--- config.mk ---
export PLATFORM = sky130hd
export DESIGN_NAME = ffe_coef_ctrl
export DESIGN_NICKNAME = d
export VERILOG_FILES = /design/src/rtl/ffe_ctrl_pkg.sv /design/src/rtl/ffe_coef_bank.sv /design/src/rtl/ffe_coef_ctrl.sv
export SDC_FILE = /design/constraint.sdc
export NUM_CORES = 1
export LEC_CHECK = 0
export BUFFER_PORTS_ARGS = -buffer_cell sky130_fd_sc_hd__buf_4
export CAP_MARGIN = 20
export CORE_MARGIN = 10
export CORE_UTILIZATION = 40
export DETAILED_ROUTE_END_ITERATION = 7
export PLACE_DENSITY = 0.55
export SYNTH_ARGS = -nofsm -noshare
export SYNTH_HDL_FRONTEND = slang
export SYNTH_HIERARCHICAL = 1
export SYNTH_SLANG_ARGS = --single-unit
--- constraint.sdc ---
create_clock -name clock -period 4.9 [get_ports clock]
set_input_delay 0.735 -clock clock [delete_from_list [all_inputs] [get_ports clock]]
set_output_delay 0.735 -clock clock [all_outputs]
set_load 0.1 [all_outputs]
--- src/rtl/ffe_ctrl_pkg.sv ---
// Shared types and sizing helpers for the FFE coefficient controller.
// The coefficient bank and the commit FSM both import this package.
package ffe_ctrl_pkg;

    typedef enum logic [2:0] {
        IDLE,
        WAIT_QUIET,
        SWAP,
        ABORT,
        DONE
    } state_e;

    function automatic int idx_w(input int n);
        return (n > 1) ? $clog2(n) : 1;
    endfunction

    function automatic int cnt_w(input int max_val);
        return $clog2(max_val + 1);
    endfunction

    // A coefficient of exactly 1.0 in Q1.(coef_w-2)
    function automatic int unity_coef(input int coef_w);
        return 1 << (coef_w - 2);
    endfunction

endpackage

--- src/rtl/ffe_coef_bank.sv ---
// LANES x TAPS coefficient register array: resets to an identity filter,
// takes single-tap writes, and can bulk-load every tap at once.
module ffe_coef_bank
    import ffe_ctrl_pkg::*;
#(
    parameter int LANES  = 4,
    parameter int TAPS   = 4,
    parameter int COEF_W = 8
) (
    input  logic                           clock,
    input  logic                           reset,
    input  logic                           wr_en,
    input  logic [idx_w(LANES)-1:0]        wr_lane,
    input  logic [idx_w(TAPS)-1:0]         wr_tap,
    input  logic signed [COEF_W-1:0]       wr_data,
    input  logic                           load_en,
    input  logic [LANES*TAPS*COEF_W-1:0]   load_data,
    output logic [LANES*TAPS*COEF_W-1:0]   taps
);

    localparam int LW = idx_w(LANES);
    localparam int TW = idx_w(TAPS);
    localparam logic signed [COEF_W-1:0] UNITY = COEF_W'(unity_coef(COEF_W));

    logic signed [COEF_W-1:0] mem [LANES][TAPS];
    logic                     lane_ok;
    logic                     tap_ok;

    // Index ranges only need guarding when the counts are not powers of two
    if (LANES == (1 << LW)) begin : g_lane_full
        assign lane_ok = 1'b1;
    end else begin : g_lane_part
        assign lane_ok = (32'(wr_lane) < LANES);
    end

    if (TAPS == (1 << TW)) begin : g_tap_full
        assign tap_ok = 1'b1;
    end else begin : g_tap_part
        assign tap_ok = (32'(wr_tap) < TAPS);
    end

    always_ff @(posedge clock) begin
        if (reset) begin
            for (int l = 0; l < LANES; l++) begin
                for (int t = 0; t < TAPS; t++) begin
                    mem[l][t] <= (t == 0) ? UNITY : '0;
                end
            end
        end else if (load_en) begin
            for (int l = 0; l < LANES; l++) begin
                for (int t = 0; t < TAPS; t++) begin
                    mem[l][t] <= load_data[(l*TAPS+t)*COEF_W +: COEF_W];
                end
            end
        end else if (wr_en && lane_ok && tap_ok) begin
            mem[wr_lane][wr_tap] <= wr_data;
        end
    end

    always_comb begin
        taps = '0;
        for (int l = 0; l < LANES; l++) begin
            for (int t = 0; t < TAPS; t++) begin
                taps[(l*TAPS+t)*COEF_W +: COEF_W] = mem[l][t];
            end
        end
    end

endmodule

--- src/rtl/ffe_coef_ctrl.sv ---
// FFE tap coefficient controller: shadow bank loaded by software, copied to the
// active bank once the FFE input has been quiet long enough (or on a forced commit).
module ffe_coef_ctrl
    import ffe_ctrl_pkg::*;
#(
    parameter int LANES        = 4,
    parameter int TAPS         = 4,
    parameter int COEF_W       = 8,
    parameter int IDLE_CYCLES  = 4,
    parameter int WAIT_TIMEOUT = 1024
) (
    input  logic                           clock,
    input  logic                           reset,
    input  logic                           io_cfg_valid,
    output logic                           io_cfg_ready,
    input  logic [idx_w(LANES)-1:0]        io_cfg_lane,
    input  logic [idx_w(TAPS)-1:0]         io_cfg_tap,
    input  logic signed [COEF_W-1:0]       io_cfg_data,
    input  logic                           io_commit_valid,
    output logic                           io_commit_ready,
    input  logic                           io_commit_force,
    input  logic                           io_data_valid,
    output logic [LANES*TAPS*COEF_W-1:0]   io_taps,
    output logic                           io_busy,
    output logic                           io_commit_done,
    output logic                           io_commit_abort
);

    localparam int QW = cnt_w(IDLE_CYCLES);
    localparam int WW = cnt_w(WAIT_TIMEOUT);
    localparam logic [QW-1:0] QUIET_MAX = QW'(IDLE_CYCLES);
    localparam logic [WW-1:0] WAIT_MAX  = WW'(WAIT_TIMEOUT);

    state_e                         state;
    logic [QW-1:0]                  quiet_cnt;
    logic [WW-1:0]                  wait_cnt;
    logic                           force_q;
    logic                           busy_q;
    logic                           done_q;
    logic                           abort_q;
    logic                           cfg_fire;
    logic                           commit_fire;
    logic                           swap_en;
    logic [LANES*TAPS*COEF_W-1:0]   shadow_taps;

    assign io_cfg_ready    = ~busy_q;
    assign io_commit_ready = ~busy_q;
    assign io_busy         = busy_q;
    assign io_commit_done  = done_q;
    assign io_commit_abort = abort_q;

    assign cfg_fire    = io_cfg_valid && io_cfg_ready;
    assign commit_fire = io_commit_valid && io_commit_ready;
    assign swap_en     = (state == SWAP);

    ffe_coef_bank #(
        .LANES  (LANES),
        .TAPS   (TAPS),
        .COEF_W (COEF_W)
    ) u_shadow (
        .clock     (clock),
        .reset     (reset),
        .wr_en     (cfg_fire),
        .wr_lane   (io_cfg_lane),
        .wr_tap    (io_cfg_tap),
        .wr_data   (io_cfg_data),
        .load_en   (1'b0),
        .load_data ('0),
        .taps      (shadow_taps)
    );

    ffe_coef_bank #(
        .LANES  (LANES),
        .TAPS   (TAPS),
        .COEF_W (COEF_W)
    ) u_active (
        .clock     (clock),
        .reset     (reset),
        .wr_en     (1'b0),
        .wr_lane   ('0),
        .wr_tap    ('0),
        .wr_data   ('0),
        .load_en   (swap_en),
        .load_data (shadow_taps),
        .taps      (io_taps)
    );

    always_ff @(posedge clock) begin
        if (reset) begin
            state     <= IDLE;
            quiet_cnt <= '0;
            wait_cnt  <= '0;
            force_q   <= 1'b0;
            busy_q    <= 1'b0;
            done_q    <= 1'b0;
            abort_q   <= 1'b0;
        end else begin
            // Quiet tracking runs in every state so a late commit can swap at once
            if (io_data_valid) begin
                quiet_cnt <= '0;
            end else if (quiet_cnt != QUIET_MAX) begin
                quiet_cnt <= quiet_cnt + QW'(1);
            end

            done_q  <= 1'b0;
            abort_q <= 1'b0;

            case (state)
                IDLE: begin
                    if (commit_fire) begin
                        state    <= WAIT_QUIET;
                        busy_q   <= 1'b1;
                        force_q  <= io_commit_force;
                        wait_cnt <= '0;
                    end
                end
                WAIT_QUIET: begin
                    wait_cnt <= wait_cnt + WW'(1);
                    if (force_q || (quiet_cnt >= QUIET_MAX)) begin
                        state <= SWAP;
                    end else if (wait_cnt == WAIT_MAX) begin
                        state   <= ABORT;
                        abort_q <= 1'b1;
                    end
                end
                SWAP: begin
                    state  <= DONE;
                    done_q <= 1'b1;
                end
                ABORT: begin
                    state  <= IDLE;
                    busy_q <= 1'b0;
                end
                DONE: begin
                    state  <= IDLE;
                    busy_q <= 1'b0;
                end
                default: begin
                    state  <= IDLE;
                    busy_q <= 1'b0;
                end
            endcase
        end
    end

endmodule
== After elaboration in Yosys (flattened, before gate mapping) ==
Memories as Yosys holds them, arrays and structs flattened.
Index checks and enable logic that the tools add are counted.
Cells by class
  add/sub/neg operators: 2
  order comparisons: 3
  equality and inequality tests: 6
  muxes and demuxes: 38
  bitwise operators: 20
  reductions and logical operators: 14
Operator list (count)
  $mux W8: 17
  $mux W32: 3
  $reduce_or A32 Y1: 1
  $pmux W11 S2: 1
  $demux W8 S2: 1
  $or A1 B1 Y1: 16
  $add A11 B1 Y11 const B: 1
  $eq A11 B11 Y1 const B: 1
  $mux W11: 1
  $mux W1: 9
  $mux W3: 3
  $pmux W3 S3: 1
  $reduce_and A2 Y1: 4
  $ge A3 B3 Y1 const B: 2
  $ne A3 B3 Y1 const B: 2
  $reduce_or A2 Y1: 2
  $add A3 B1 Y3 const B: 1
  $eq A3 B1 Y1 const B: 1
  $eq A3 B2 Y1 const B: 1
  $logic_and A1 B1 Y1: 3
  $logic_not A3 Y1: 1
  $lt A3 B1 Y1 const B: 1
  $not A1 Y1: 3
  $not A2 Y3: 1
  other kinds (6): 6
Storage, ports and cells
  register bits after elaboration: 21
  memory bits (writable): 256
  memories: 2
Memory list
  u_active.mem: words 4, width 32, rd ports 4, clocked after Yosys merged registers in 0, wr ports 4, RTL line ffe_coef_bank.sv:25  | logic signed [COEF_W-1:0] mem [LANES][TAPS];
  u_shadow.mem: words 4, width 32, rd ports 4, clocked after Yosys merged registers in 0, wr ports 4, RTL line ffe_coef_bank.sv:25

== Depth between registers and ports, before layout ==
  word-level depth: 8
  depth in mapped cells: 6

== By module ==
The synthesis kept the hierarchy.
Modules (own cells, without submodules)
  ffe_coef_bank (u_active): times used 1, cells an instance 349, area each 5626.6 um^2, sequential area each 3843.7 um^2
  ffe_coef_bank (u_shadow): times used 1, cells an instance 349, area each 5610.4 um^2, sequential area each 3843.7 um^2
  ffe_coef_ctrl: times used 1, cells an instance 125, area each 1109.8 um^2, sequential area each 420.4 um^2

== Least setup slack after synthesis ==
Ideal clock, no wire load.
  path kind: register to output
  start: register busy_q (netlist: io_busy)
  end: output port io_commit_ready
  arrival time: 2.182 ns
  data required time: 4.165 ns
  setup slack: 1.983 ns
  stages on the path, launching flop included: 3
  buffers on the path: 1
  cell sequence: dfxtp_1 inv_1 buf_4
Between the ends
  word-level cells in the longest chain between the ends: 1
Ends and longest elaborated chain
  start, declared: RTL line ffe_coef_ctrl.sv:38  | logic busy_q;
  start signal, assigned: RTL line ffe_coef_ctrl.sv:94  | busy_q <= 1'b0;
  start signal, assigned: RTL line ffe_coef_ctrl.sv:112  | busy_q <= 1'b1;
  start signal, assigned: RTL line ffe_coef_ctrl.sv:132  | busy_q <= 1'b0;
  $not A1 Y1
  end, declared: RTL line ffe_coef_ctrl.sv:20  | output logic io_commit_ready,
Every way passes these cells.

==> results.yml <==
die:
  fp.dieW_microns: 196
  start_util_pct: 40.5
  dieArea_sq_um: 38300
  rows: 64
  die_y_microns: 196
  core_sq_um: 30500
  ios: 151
clock_tree:
  path_clk_slew_ns: 0.06
  cts_resized: 0
  htreeDepth: 1
  ctsRootBufferMaster: "clkbuf_16"
  cts.path.max_buffers: 3
  cts_setup_buffers: 0
  cts_tree: "yes"
  cts.sinks: 277
  postCtsHoldBufs: 0
  cts_buffers: 30
  insertion_delay_ns: 0.55
final_layout:
  instances_no_fill: 1533
  register_area_sq_um: 8110
  layout_commonest_cell: "edfxtp_1"
  fillers: 2650
  area_growth_pct: 24.4
  fin_area_sq_um: 15400
  nNetsFinal: 1137
  mostFrequentLayoutCells: "256 x edfxtp_1, 198 x conb_1, 184 x a32o_1"
  n_antenna_cell: 0
  fin_util_pct: 50.3
  multi_input_area_sq_um: 4510
  layout-drive-gt1-share_pct: 20.8
placed_design:
  gp_congestion: 0.810
  placed_area_sq_um: 14400
  dpl.cell_count: 1470
  post-dp-hpwl_microns: 24000
  port_buffers: 150
yosys:
  synth_area_leaders: "edfxtp_1 62%, a32o_1 15%, o2bb2ai_1 4.5%"
  yosys_register_bits: 277
  avgSynthCellArea_sq_um: 15.0
  synth_area_leader_cell: "edfxtp_1"
  synth_compound_area_share_pct: 22.9
  synthCells: 823
  synth_area_sq_um: 12300
  synth_mux_area_share_pct: 0.355
  ys.flop_type: "edfxtp_1"
  synth_adder_area_share_pct: 0.405
  yosys.area_share.simple_pct: 6.34
  ys_warn_count: 6
  synth_edf_count: 256
  synth_xor_area_share_pct: 0.0709
  yosys.area.top_type_share_pct: 62.3
  synth_top_family_by_area: "compound AO/OA/AOI/OAI gates"
  yosysSeqAreaShare_pct: 65.7
  synthArstFlopShare_pct: 0
  ys_types: 60
power_and_ir_drop:
  p_comb_share_pct: 14.2
  ir_worst_vdd_mv: 0.256
  p_sw_mw: 1.57
  powerDensity_nw_per_um2: 368
  clkPwrFrac_pct: 36.9
  p_int_mw: 4.08
  p_leak_nw: 5.61
  swShare_pct: 27.8
  seqPwrFrac_pct: 48.9
worst_setup_path:
  crit_fanout: 12
  critical_path.startpoint_type: "register"
  endpoint_kind: "register"
  crit_arrival_ns: 3.05
  r2r-end: "u_shadow/mem[1][2]"
  crit_required_ns: 5.08
  cp-startpoint: "io_busy"
  critical_path_class: "register to register"
  r2r_cells: 3
  r2r_start: "io_busy"
  rrSetupSlack_ns: 2.02
min_path:
  worstHoldPathType: "primary input to register"
  min-delay-start: "io_data_valid"
  hold_path_depth: 2
  holdPathEnd: "quiet_cnt[2]"
timing:
  setup_viol: 0
  fin_crit_sh_pct: 58.7
  slew_violations: 212
  final.setup_skew_ns: 0.00744
  fmax_ghz: 0.348
  relSlewSlack_pct: -463
  rsz0062_at_grt: "no"
  fin_tns_setup_ns: 0
  hold_viol_final: 0
  fin_crit_ns: 2.88
  tightestPinTransition_ns: 8.44
global_routing:
  gr-total-overflow: 0
  grt_pass1_vias: 8520
  grt_pass1_wl_microns: 55000
  antenna_found_initial: 0
  track_usage_pct: 18.5
  grt_max_degree: 125
status:
  violations: "slew limit"
  status: "finished with violations"
drt:
  num_vias: 8604
  avgViaCountPerCell: 5.61
  wl_per_cell_microns: 24.1
  drtIter0Drc: 859
  routed_wl_microns: 36900
  drtPass1Iterations: 6
  drcViolationCount: 0
  ant_nets: 0
job:
  maxCapViolations: 0
how the worst max path moves through the flow:
| stage | to | slack, ns | cells after the start |
|---|---|---|---|
| after floorplan | io_commit_ready | 1.98 | 2 |
| after global routing | u_shadow/mem[1][3] | 1.83 | 3 |
| after detailed placement | u_shadow/mem[1][2] | 1.64 | 4 |
| after global placement | u_active/mem[0][1] | 1.67 | 3 |
| final | u_shadow/mem[1][2] | 2.02 | 3 |
| after CTS | u_shadow/mem[1][2] | 2.07 | 3 |
flip-flops by register name, summed over array words and instances (netlist names):
| signal | cells |
|---|---|
| force_q | 1 |
| io_busy | 1 |
| io_commit_abort | 1 |
| io_commit_done | 1 |
| quiet_cnt | 3 |
| state | 3 |
| u_active/mem | 128 |
| u_shadow/mem | 128 |
| wait_cnt | 11 |
synthesized netlist by cell type, drive strengths merged (5+ instances only):
cell and instances:
dfxtp 21, clkbuf 71, nor2 10, edfxtp 256
nor3 5, buf 39, nor3b 6, o21ai 36
inv 9, nand2 5, o2bb2ai 64, a32o 184
a21oi 5, nand4b 18, nor2b 6, a211oi 5
or3b 5, nand2b 8, o32a 8, nor4b 5
nand4 5
power by group through the flow:
stage	combinational, mW	clock [mW]	sequential, mW
after floorplan	0.236	0	3.16
after global placement	0.751	0	2.82
after detailed placement	0.756	0	2.82
after CTS	0.758	2.13	2.77
after global routing	0.841	2.23	2.78
final	0.803	2.09	2.77
final cells by class:
cell class	count	share of cell area (%)
Inverter	9	0.220
Multi-Input combinational cell	624	29.4
Clock inverter	12	0.538
Sequential cell	277	52.8
Clock buffer	42	5.32
Timing Repair Buffer	173	8.52
Tap cell	396	3.23
metrics by stage:
| stage | setup WS (ns) | total power [mW] | hold WS, ns |
|---|---|---|---|
| after global routing | 1.83 | 5.85 | 0.370 |
| after detailed placement | 1.64 | 3.58 | 0.481 |
| final | 2.02 | 5.66 | 0.381 |
| after CTS | 2.07 | 5.66 | 0.361 |
| after floorplan | 1.98 | 3.39 | 0.454 |
| after global placement | 1.67 | 3.57 | 0.467 |
kinds of logic (layout without fill, tap and decap cells):
logic type | after synthesis | count (layout)
adder cells (fa/ha/maj) | 4 | 4
multiplexers | 4 | 4
other | 1 | 198
flip-flops | 277 | 277
XOR/XNOR | 1 | 1
buffers and inverters | 119 | 236
AND/OR/NAND/NOR | 103 | 103
AO/OA/AOI/OAI | 314 | 314
per-layer routing:
layer,global-route usage [%],share of wire [%],vias up
li1,-,-,3947
met1,25.7,44,4283
met2,29.4,47,328
met3,3.27,7.2,46
met4,4.13,1.6,0
met5,0,0,-
worst max-delay path, stage by stage, from the launching register on:
cell      delay (ns)
dfxtp_1         0.38
nor2b_1         0.56
nand4b_1        0.76
o21ai_1         0.81
(Power assumes the default switching activity.)
